--- src/rtl/adpll_pkg.sv ---
// ---------------------------------------------------------------------------
// adpll_pkg
// Shared constants, types and helpers for the ADPLL loop filter.
//   ERR_W / CC_W    : phase-error and DCO control-code widths
//   error_t         : signed phase error from the phase detector
//   dco_cc_t        : unsigned DCO control code
//   CC_CENTER_DEF   : default DCO code at reset / zero correction
//   sat_range()     : generic signed saturate, used by the integrator clamp
//                     and by the output clamp
// ---------------------------------------------------------------------------
package adpll_pkg;

    localparam int ERR_W         = 8;
    localparam int CC_W          = 8;
    localparam int CC_CENTER_DEF = 128;

    typedef logic signed [ERR_W-1:0] error_t;
    typedef logic        [CC_W-1:0]  dco_cc_t;

    // Output code limits expressed in the wide signed domain of sat_range().
    localparam logic signed [63:0] CC_LO = 64'sd0;
    localparam logic signed [63:0] CC_HI = 64'sd255;

    // Clamp a wide signed value into [lo, hi]. Callers sign-extend into
    // 64 bits first so any ACC_W up to 62 fits without overflow.
    function automatic logic signed [63:0] sat_range(
        input logic signed [63:0] v,
        input logic signed [63:0] lo,
        input logic signed [63:0] hi
    );
        if (v < lo) begin
            return lo;
        end
        if (v > hi) begin
            return hi;
        end
        return v;
    endfunction

endpackage

--- src/rtl/adpll_loop_filter_if.sv ---
// ---------------------------------------------------------------------------
// adpll_loop_filter_if
// Groups the loop-filter data path signals.
//   error_i   : signed phase error, driven by the phase detector (master)
//   dco_cc_o  : registered DCO control code, driven by the filter (slave)
//   acc_dbg_o : registered integrator state, observation only
// No handshake: error_i is sampled on every rising gen_clk_i edge and
// dco_cc_o is valid in every cycle (one registered update per edge).
// ---------------------------------------------------------------------------
interface adpll_loop_filter_if #(
    parameter int ACC_W = 16
);
    import adpll_pkg::*;

    error_t                   error_i;
    dco_cc_t                  dco_cc_o;
    logic signed [ACC_W-1:0]  acc_dbg_o;

    modport master (
        output error_i,
        input  dco_cc_o,
        input  acc_dbg_o
    );

    modport slave (
        input  error_i,
        output dco_cc_o,
        output acc_dbg_o
    );

endinterface

--- src/rtl/adpll_loop_filter_integrator.sv ---
// ---------------------------------------------------------------------------
// loop_filter_integrator
// Saturating signed accumulator of the phase error (no wrap, no anti-windup).
//   gen_clk_i  : generated clock, rising-edge update
//   reset_i    : asynchronous active-high reset, clears the accumulator
//   error_i    : signed phase error
//   acc_next_o : combinational next accumulator value (feeds the integral term)
//   acc_o      : registered accumulator
// ---------------------------------------------------------------------------
module loop_filter_integrator
    import adpll_pkg::*;
#(
    parameter int ACC_W = 16
) (
    input  logic                    gen_clk_i,
    input  logic                    reset_i,
    input  error_t                  error_i,
    output logic signed [ACC_W-1:0] acc_next_o,
    output logic signed [ACC_W-1:0] acc_o
);

    localparam logic signed [63:0] ACC_MAX = (64'sd1 <<< (ACC_W - 1)) - 64'sd1;
    localparam logic signed [63:0] ACC_MIN = -ACC_MAX - 64'sd1;

    logic signed [ACC_W-1:0] acc_q;
    logic signed [ACC_W-1:0] acc_d;
    logic signed [ACC_W:0]   sum_w;

    always_comb begin
        // One guard bit is enough: |error| <= 128 cannot overflow ACC_W+1 bits.
        sum_w = (ACC_W + 1)'(acc_q) + (ACC_W + 1)'(error_i);
        acc_d = ACC_W'(sat_range(64'(sum_w), ACC_MIN, ACC_MAX));
    end

    always_ff @(posedge gen_clk_i or posedge reset_i) begin
        if (reset_i) begin
            acc_q <= '0;
        end else begin
            acc_q <= acc_d;
        end
    end

    assign acc_next_o = acc_d;
    assign acc_o      = acc_q;

endmodule

--- src/rtl/adpll_loop_filter.sv ---
// ---------------------------------------------------------------------------
// adpll_loop_filter
// Proportional-integral loop filter between the phase detector and the DCO.
//   gen_clk_i : generated clock, all state updates on its rising edge
//   reset_i   : asynchronous active-high reset (acc = 0, dco_cc_o = CC_CENTER)
//   lf        : adpll_loop_filter_if.slave (error_i in, dco_cc_o / acc_dbg_o out)
// Parameters: ACC_W (integrator width), KP_SHIFT / KI_SHIFT (gains as
// arithmetic right shifts), CC_CENTER (DCO code with zero correction).
// Build option: LOOP_FILTER_PROP_EN defined -> full PI filter;
// undefined -> proportional path removed, integral-only filter.
// dco_cc_o = clamp(CC_CENTER + (error >>> KP_SHIFT) + (acc_next >>> KI_SHIFT)),
// registered, one cycle latency.
// ---------------------------------------------------------------------------
module adpll_loop_filter
    import adpll_pkg::*;
#(
    parameter int ACC_W     = 16,
    parameter int KP_SHIFT  = 1,
    parameter int KI_SHIFT  = 4,
    parameter int CC_CENTER = CC_CENTER_DEF
) (
    input  logic               gen_clk_i,
    input  logic               reset_i,
    adpll_loop_filter_if.slave lf
);

`ifdef LOOP_FILTER_PROP_EN
    localparam error_t PROP_MASK = '1;
`else
    // All-zero mask removes the proportional path entirely.
    localparam error_t PROP_MASK = '0;
`endif

    logic signed [ACC_W-1:0] acc_next;
    logic signed [ACC_W-1:0] acc;
    error_t                  p_raw;
    error_t                  p_term;
    logic signed [ACC_W-1:0] i_term;
    logic signed [ACC_W+1:0] sum;
    dco_cc_t                 dco_cc_q;
    dco_cc_t                 dco_cc_d;

    loop_filter_integrator #(
        .ACC_W (ACC_W)
    ) u_integrator (
        .gen_clk_i  (gen_clk_i),
        .reset_i    (reset_i),
        .error_i    (lf.error_i),
        .acc_next_o (acc_next),
        .acc_o      (acc)
    );

    always_comb begin
        // Shifts are done on signed operands on their own so they stay
        // arithmetic (round toward -inf); masking comes afterwards.
        p_raw  = lf.error_i >>> KP_SHIFT;
        p_term = p_raw & PROP_MASK;
        i_term = acc_next >>> KI_SHIFT;
        sum    = (ACC_W + 2)'(CC_CENTER) + (ACC_W + 2)'(p_term) + (ACC_W + 2)'(i_term);
        // Output clamp is independent of the integrator clamp: the
        // accumulator keeps integrating while the code sits on a rail.
        dco_cc_d = CC_W'(sat_range(64'(sum), CC_LO, CC_HI));
    end

    always_ff @(posedge gen_clk_i or posedge reset_i) begin
        if (reset_i) begin
            dco_cc_q <= CC_W'(CC_CENTER);
        end else begin
            dco_cc_q <= dco_cc_d;
        end
    end

    assign lf.dco_cc_o  = dco_cc_q;
    assign lf.acc_dbg_o = acc;

endmodule

--- src/flat_wrapper.sv ---
// flat-port wrapper written by rule: the top's interface ports become plain ports
module adpll_loop_filter_flat import adpll_pkg::*;
#(
    parameter int ACC_W     = 16,
    parameter int KP_SHIFT  = 1,
    parameter int KI_SHIFT  = 4,
    parameter int CC_CENTER = CC_CENTER_DEF
)
  (gen_clk_i, reset_i, lf_error_i, lf_dco_cc_o, lf_acc_dbg_o);
  adpll_loop_filter_if #(.ACC_W(ACC_W)) lf_i ();
  input  logic gen_clk_i;
  input  logic reset_i;
  input wire logic [$bits(lf_i.error_i)-1:0] lf_error_i;
  output wire logic [$bits(lf_i.dco_cc_o)-1:0] lf_dco_cc_o;
  output wire logic [$bits(lf_i.acc_dbg_o)-1:0] lf_acc_dbg_o;
  assign lf_i.error_i = lf_error_i;
  assign lf_dco_cc_o = lf_i.dco_cc_o;
  assign lf_acc_dbg_o = lf_i.acc_dbg_o;
  adpll_loop_filter #(.ACC_W(ACC_W), .KP_SHIFT(KP_SHIFT), .KI_SHIFT(KI_SHIFT), .CC_CENTER(CC_CENTER)) u_core (.gen_clk_i(gen_clk_i), .reset_i(reset_i), .lf(lf_i));
endmodule
--- config.mk ---
export PLATFORM = sky130hd
export DESIGN_NAME = adpll_loop_filter_flat
export DESIGN_NICKNAME = d
export VERILOG_FILES = /design/src/rtl/adpll_pkg.sv /design/src/rtl/adpll_loop_filter_if.sv /design/src/rtl/adpll_loop_filter_integrator.sv /design/src/rtl/adpll_loop_filter.sv /design/src/flat_wrapper.sv
export SDC_FILE = /design/constraint.sdc
export NUM_CORES = 1
export LEC_CHECK = 0
export ABC_AREA = 1
export BUFFER_PORTS_ARGS = -buffer_cell sky130_fd_sc_hd__buf_2
export CORE_MARGIN = 1
export CORE_UTILIZATION = 61
export CTS_CLUSTER_SIZE = 12
export DETAILED_ROUTE_END_ITERATION = 8
export PLACE_DENSITY_LB_ADDON = 0.12
export SETUP_SLACK_MARGIN = 0.02
export SLEW_MARGIN = 20
export SYNTH_ARGS = -nofsm -noshare
export SYNTH_HDL_FRONTEND = slang
export SYNTH_SLANG_ARGS = --single-unit
export TNS_END_PERCENT = 50
--- constraint.sdc ---
create_clock -name gen_clk_i -period 4.1 [get_ports gen_clk_i]
set_input_delay 0.205 -clock gen_clk_i [delete_from_list [all_inputs] [get_ports gen_clk_i]]
set_output_delay 0.205 -clock gen_clk_i [all_outputs]
set_load 0.02 [all_outputs]
Word level (Yosys, flattened, before mapping)

Index checks and enable logic that the tools add are counted.

$lt $le $gt $ge: 4
Divide/modulo/power cells: 0
Reductions and logical operators: 0
Equal/unequal tests: 0
Bitwise operators: 0
Add/sub/neg operators: 2
Multipliers: 0
Mux-type cells: 14
Shifts and indexed selects: 0

Operators with widths:

| operator                                                                          | count |
|---|---|
| 16-bit two-way mux                                                                | 4 |
| 8-bit two-way mux                                                                 | 4 |
| 16-bit by 8-bit adder with 17-bit output                                          | 1 |
| 17-bit by 16-bit greater-than comparator with 1-bit output, second input constant | 1 |
| 17-bit by 16-bit less-than comparator with 1-bit output, second input constant    | 1 |
| 9-bit by 12-bit adder with 13-bit output, first input constant                    | 1 |
| 13-bit by 9-bit greater-than comparator with 1-bit output, second input constant  | 1 |
| 13-bit by 1-bit less-than comparator with 1-bit output, second input constant     | 1 |
| 1-bit two-way mux                                                                 | 6 |

Input port bits: 10
Bits in latches: 0
Bits in registers: 24
Output and inout bits: 24
Bits in read-only memories: 0
Word-level logic and storage cells: 22
Memories kept: 0
RAM bits: 0

Logic depth before layout (Yosys ltp)

Depth in word-level cells: 12
Depth in mapped cells: 25
Gate-level depth less buffers: 24

Hierarchy

Synthesis repeated with hierarchy kept, for this count alone.

Cell total of the unflattened synthesis: 287
Area total of the unflattened synthesis: 2024.4 µm²

By module, submodules not included:

| module                 | area each (µm²) | cells an instance | sequential area each (µm²) | instances |
|---|---|---|---|---|
| loop_filter_integrator | 1550.2          | 222               | 400.4                      | 1 |
| adpll_loop_filter      | 474.2           | 65                | 201.4                      | 1 |

Worst setup path after synthesis

Ideal clock, no wire load.

Path type: flip-flop to flip-flop
Start: register u_core.u_integrator.acc_q[0], in the netlist u_core.u_integrator.acc_o[0]
End: register u_core.dco_cc_q[0], in the netlist u_core.lf.dco_cc_o[0]
Path buffers: 1
Stages on the path, launching flop included: 24
Setup slack: 1.173 ns
Arrival time: 2.803 ns
Setup time: 0.124 ns
Required time: 3.976 ns
Clock period less this slack: 2.927 ns
Path through: dfrtp_1 > ha_1 > inv_1 > fa_1 > inv_1 > nand2_1 > nand2_1 > nand3_1 > nand2_2 > nand2_2 > nand2_1 > nand2_1 > nand2_2 > nand2_2 > buf_6 > nand2_2 > nand2_1 > ha_1 > a21oi_1 > nand2_1 > a21oi_2 > nand3_2 > nor2_1 > nor2_1

Cells in the longest elaborated chain, start to end: 12
Elaborated cells between the ends (all ways): 18
Classes of those cells: add/sub (2); order compare (4); mux (12)

RTL lines:

| item                                                       | line                               | RTL |
|---|---|---|
| start: declaration                                         | adpll_loop_filter_integrator.sv:25 | `logic signed [ACC_W-1:0] acc_q;` |
| start signal: assignment                                   | adpll_loop_filter_integrator.sv:37 | `acc_q <= '0;` |
| start signal: assignment                                   | adpll_loop_filter_integrator.sv:39 | `acc_q <= acc_d;` |
| 16-bit by 8-bit adder with 17-bit output (*)               | adpll_loop_filter_integrator.sv:31 | `sum_w = (ACC_W + 1)'(acc_q) + (ACC_W + 1)'(error_i);` |
| 17-bit by 16-bit greater-than comparator with 1-bit output | adpll_pkg.sv:34                    | `if (v > hi) begin` |
| 1-bit two-way mux (2 in series)                            | adpll_pkg.sv:34                    |  |
| 16-bit two-way mux                                         | adpll_pkg.sv:37                    | `return v;` |
| 16-bit two-way mux (*)                                     | adpll_pkg.sv:34                    |  |
| 9-bit by 12-bit adder with 13-bit output (*)               | adpll_loop_filter.sv:59            | `sum = (ACC_W + 2)'(CC_CENTER) + (ACC_W + 2)'(p_term) + (ACC_W + 2)'(i_term);` |
| 13-bit by 9-bit greater-than comparator with 1-bit output  | adpll_pkg.sv:34                    |  |
| 1-bit two-way mux (2 in series)                            | adpll_pkg.sv:34                    |  |
| 8-bit two-way mux                                          | adpll_pkg.sv:37                    |  |
| 8-bit two-way mux (*)                                      | adpll_pkg.sv:34                    |  |
| net u_core.dco_cc_d[0]                                     | adpll_loop_filter.sv:41            | `dco_cc_t dco_cc_d;` |
| end signal: assignment                                     | adpll_loop_filter.sv:67            | `dco_cc_q <= CC_W'(CC_CENTER);` |
| end signal: assignment                                     | adpll_loop_filter.sv:69            | `dco_cc_q <= dco_cc_d;` |
| end: declaration                                           | adpll_loop_filter.sv:40            | `dco_cc_t dco_cc_q;` |

The timed path passes the listed nets; every way through them passes the cells marked *. The select of a mux whose other input is x is not followed.

Worst setup path after layout

Start: register u_core.u_integrator.acc_q[0], in the netlist u_core.u_integrator.acc_o[0]
End: register u_core.dco_cc_q[2], in the netlist u_core.lf.dco_cc_o[2]

The elaborated chain is that of the path after synthesis.

==> flow_summary.ini <==
[critical_path]
worstPathArrival_ps = 3470
cp-start-kind = flip-flop
cp-end-kind = flip-flop
crit_type = reg -> reg
cpMaxStageDelayCell = fa_1
ff2ff_setup_slack_ps = 850
critPathMaxFanout = 20
cp-endpoint = u_core.lf.dco_cc_o[2]$_DFF_PP0_
critical_path.cell_chain = ha_1 > inv_1 > fa_1 > inv_1 > nand2_1 > nand2_1 > nand3_1 > nand2_2 > nand2_2 > nand2_1 > nand2_1 > nand2_2 > nand2_2 > nand2_2 > nand2_1 > ha_1 > a21oi_1 > nand2_1 > a21oi_2 > nand3_2 > nor2_1 > nor2_1
timing.rr.end = u_core.lf.dco_cc_o[2]$_DFF_PP0_
worst_r2r_path_depth = 22
reg2reg_from = u_core.u_integrator.acc_o[0]$_DFF_PP0_
cpMostUsedCell = nand2_1
max_stage_delay_ps = 380
startpoint = u_core.u_integrator.acc_o[0]$_DFF_PP0_
required_ps = 4320

[sta]
setup_ws_ps = 851
fin_tns_setup_ps = 0
hold_viol = 0
fmax_mhz = 308
tightest_slew_ps = 864
drv_slew = 0
rsz0062_at_grt = no
setup-violations-final = 0
worst_slew_margin_rel = 0.423
period_needed_ps = 3250
skew_ps = 5.97
timing.final.crit_share = 0.792

[clock_network]
ctsHoldBuffers = 0
clkSinkCount = 24
cts_tree = built
htree_num_levels = 1
clk_pin_slew_worst_paths_ps = 130
clk_path_buf_depth = 2
cts_resized = 0
cts_root_buf = clkbuf_4
clock_latency_ps = 320
cts_setup_buffers = 0
numCtsBuffers = 3

[cells_and_area]
drive_above_1_share = 0.179
fillers = 293
nNetsFinal = 365
layout.cells.non_filler = 379
diodes = 0
area_delta_synth_final_pct = 12.2

[worst_hold_path]
hold_path_class = in -> async

[placement]
gp_congestion = 0.824
placed_cells = 375
pre_cts_ws_ps = 928
portBuffers = 33
dp.final_hpwl_mm = 3.58

[floorplan]
dieArea_mm2 = 0.00352
die_h_um = 59.3
core_mm2 = 0.00308
dieWidth_um = 59.3
start_util = 0.651
fp-row-count = 20
ios = 34

[global_route]
grt_usage = 0.283
grt_pass1_vias = 1678
overflow = 0
antenna_found_initial = 0
grt_max_degree = 25
grt_pass1_wl_mm = 7.37

[yosys]
yosysWarnings = 0
yosys.area.top_type_share = 0.287
synth_fp_nets = 330
synthCells = 301
yosysSeqAreaShare = 0.300
synthTopCellsByArea = dfrtp_1 29%, nand2_1 19%, ha_1 11%
synth.distinct_cells = 26
syn_area_mm2 = 0.00200
synth_area_leader_cell = dfrtp_1
syn_area_per_cell_um2 = 6.66
synth-seq-cells = 24

[detailed_routing]
drt-vias-per-instance = 4.96
drt-initial-drc-count = 110
vias = 1879
ant_nets = 0
wl_per_cell_um = 11.7
routed_wirelength_mm = 4.43
drtPass1Iterations = 4
drc = 0

[outcome]
status = completed

[run]
max_cap_violations = 0
==> final cells by class <==
class                           instances  area, um2  share of cell area
Clock buffer                            3       22.5              0.0100
Clock inverter                          1       30.0              0.0134
Inverter                               56        210              0.0935
Multi-Input combinational cell        218       1160               0.518
Sequential cell                        24        602               0.268
Tap cell                               44       55.1              0.0245
Timing Repair Buffer                   33        165              0.0735
==> stage by stage <==
stage | utilization | hold WS [ps] | instance area [um2]
after floorplan | - | 219 | 2000
after global placement | 0.713 | 424 | 2200
final | 0.730 | 29.8 | 2250
after global routing | 0.730 | 118 | 2250
after CTS | 0.730 | 58.7 | 2250
after detailed placement | 0.713 | 421 | 2200
==> metal layers <==
metal | track usage | share of wire | up-vias
met3 | 0.0197 | 0.042 | 5
met1 | 0.410 | 0.51 | 839
li1 | - | - | 988
met2 | 0.451 | 0.44 | 47
met4 | 0.0918 | 0.014 | 0
met5 | 0 | 0 | -
==> cell families after synthesis <==
logic type / count (synthesis) / share of synthesized area
adder cells (fa/ha/maj): 19 / 0.122
flip-flops: 24 / 0.300
buffers and inverters: 59 / 0.119
XOR/XNOR: 9 / 0.0394
AND/OR/NAND/NOR: 168 / 0.359
AO/OA/AOI/OAI: 22 / 0.0600
==> registers in the layout (all words and copies together), names as in the netlist <==
register                   cells
u_core.lf.dco_cc_o             8
u_core.u_integrator.acc_o     16
==> synth_stat cells <==
library cell / n
dfrtp_1: 23
nand2_1: 101
xnor2_1: 8
fa_1: 1
o31ai_1: 1
nor2_1: 28
or2_1: 1
a21oi_1: 17
ha_1: 18
nand3_1: 17
inv_2: 4
o21ai_0: 2
and2_1: 1
nor3_1: 1
nor3_2: 2
xor2_1: 1
nand2_2: 13
dfstp_2: 1
o21ai_2: 1
nand3_2: 1
buf_6: 2
inv_1: 52
nand4_1: 1
buf_2: 1
nand3b_1: 2
a21oi_2: 1
==> worst max-delay path, delay by kind of cell (launching register included) <==
family / cells / cell delay, ps
compound gates: 2 / 230
fa+ha+maj: 3 / 860
buf+inv: 2 / 150
flops: 1 / 370
simple gates: 15 / 1540
==> worst min-delay path by stage <==
stage / start / to / slack [ps] / depth (start not counted)
after global routing: reset_i / u_core.u_integrator.acc_o[4]$_DFF_PP0_ / 120 / 2
final: reset_i / u_core.u_integrator.acc_o[4]$_DFF_PP0_ / 30 / 2
after detailed placement: reset_i / u_core.u_integrator.acc_o[4]$_DFF_PP0_ / 420 / 2
after floorplan: reset_i / u_core.lf.dco_cc_o[0]$_DFF_PP0_ / 220 / 1
after global placement: reset_i / u_core.u_integrator.acc_o[4]$_DFF_PP0_ / 420 / 2
after CTS: reset_i / u_core.u_integrator.acc_o[4]$_DFF_PP0_ / 60 / 2
==> placed cells by master, fill, tap and decap left out, types with 2 or more instances in the layout <==
| master | n |
|---|---|
| nand2_1 | 101 |
| inv_1 | 52 |
| buf_2 | 33 |
| nor2_1 | 28 |
| dfrtp_1 | 23 |
| ha_1 | 18 |
| a21oi_1 | 17 |
| nand3_1 | 17 |
| nand2_2 | 13 |
| xnor2_1 | 8 |
| inv_2 | 4 |
| clkbuf_4 | 3 |
| nor3_2 | 2 |
| nand3b_1 | 2 |
| o21ai_0 | 2 |
Power is left out: the tool's default activity adds up to more than one toggle a clock period on the data nets, which glitch-free logic cannot reach.
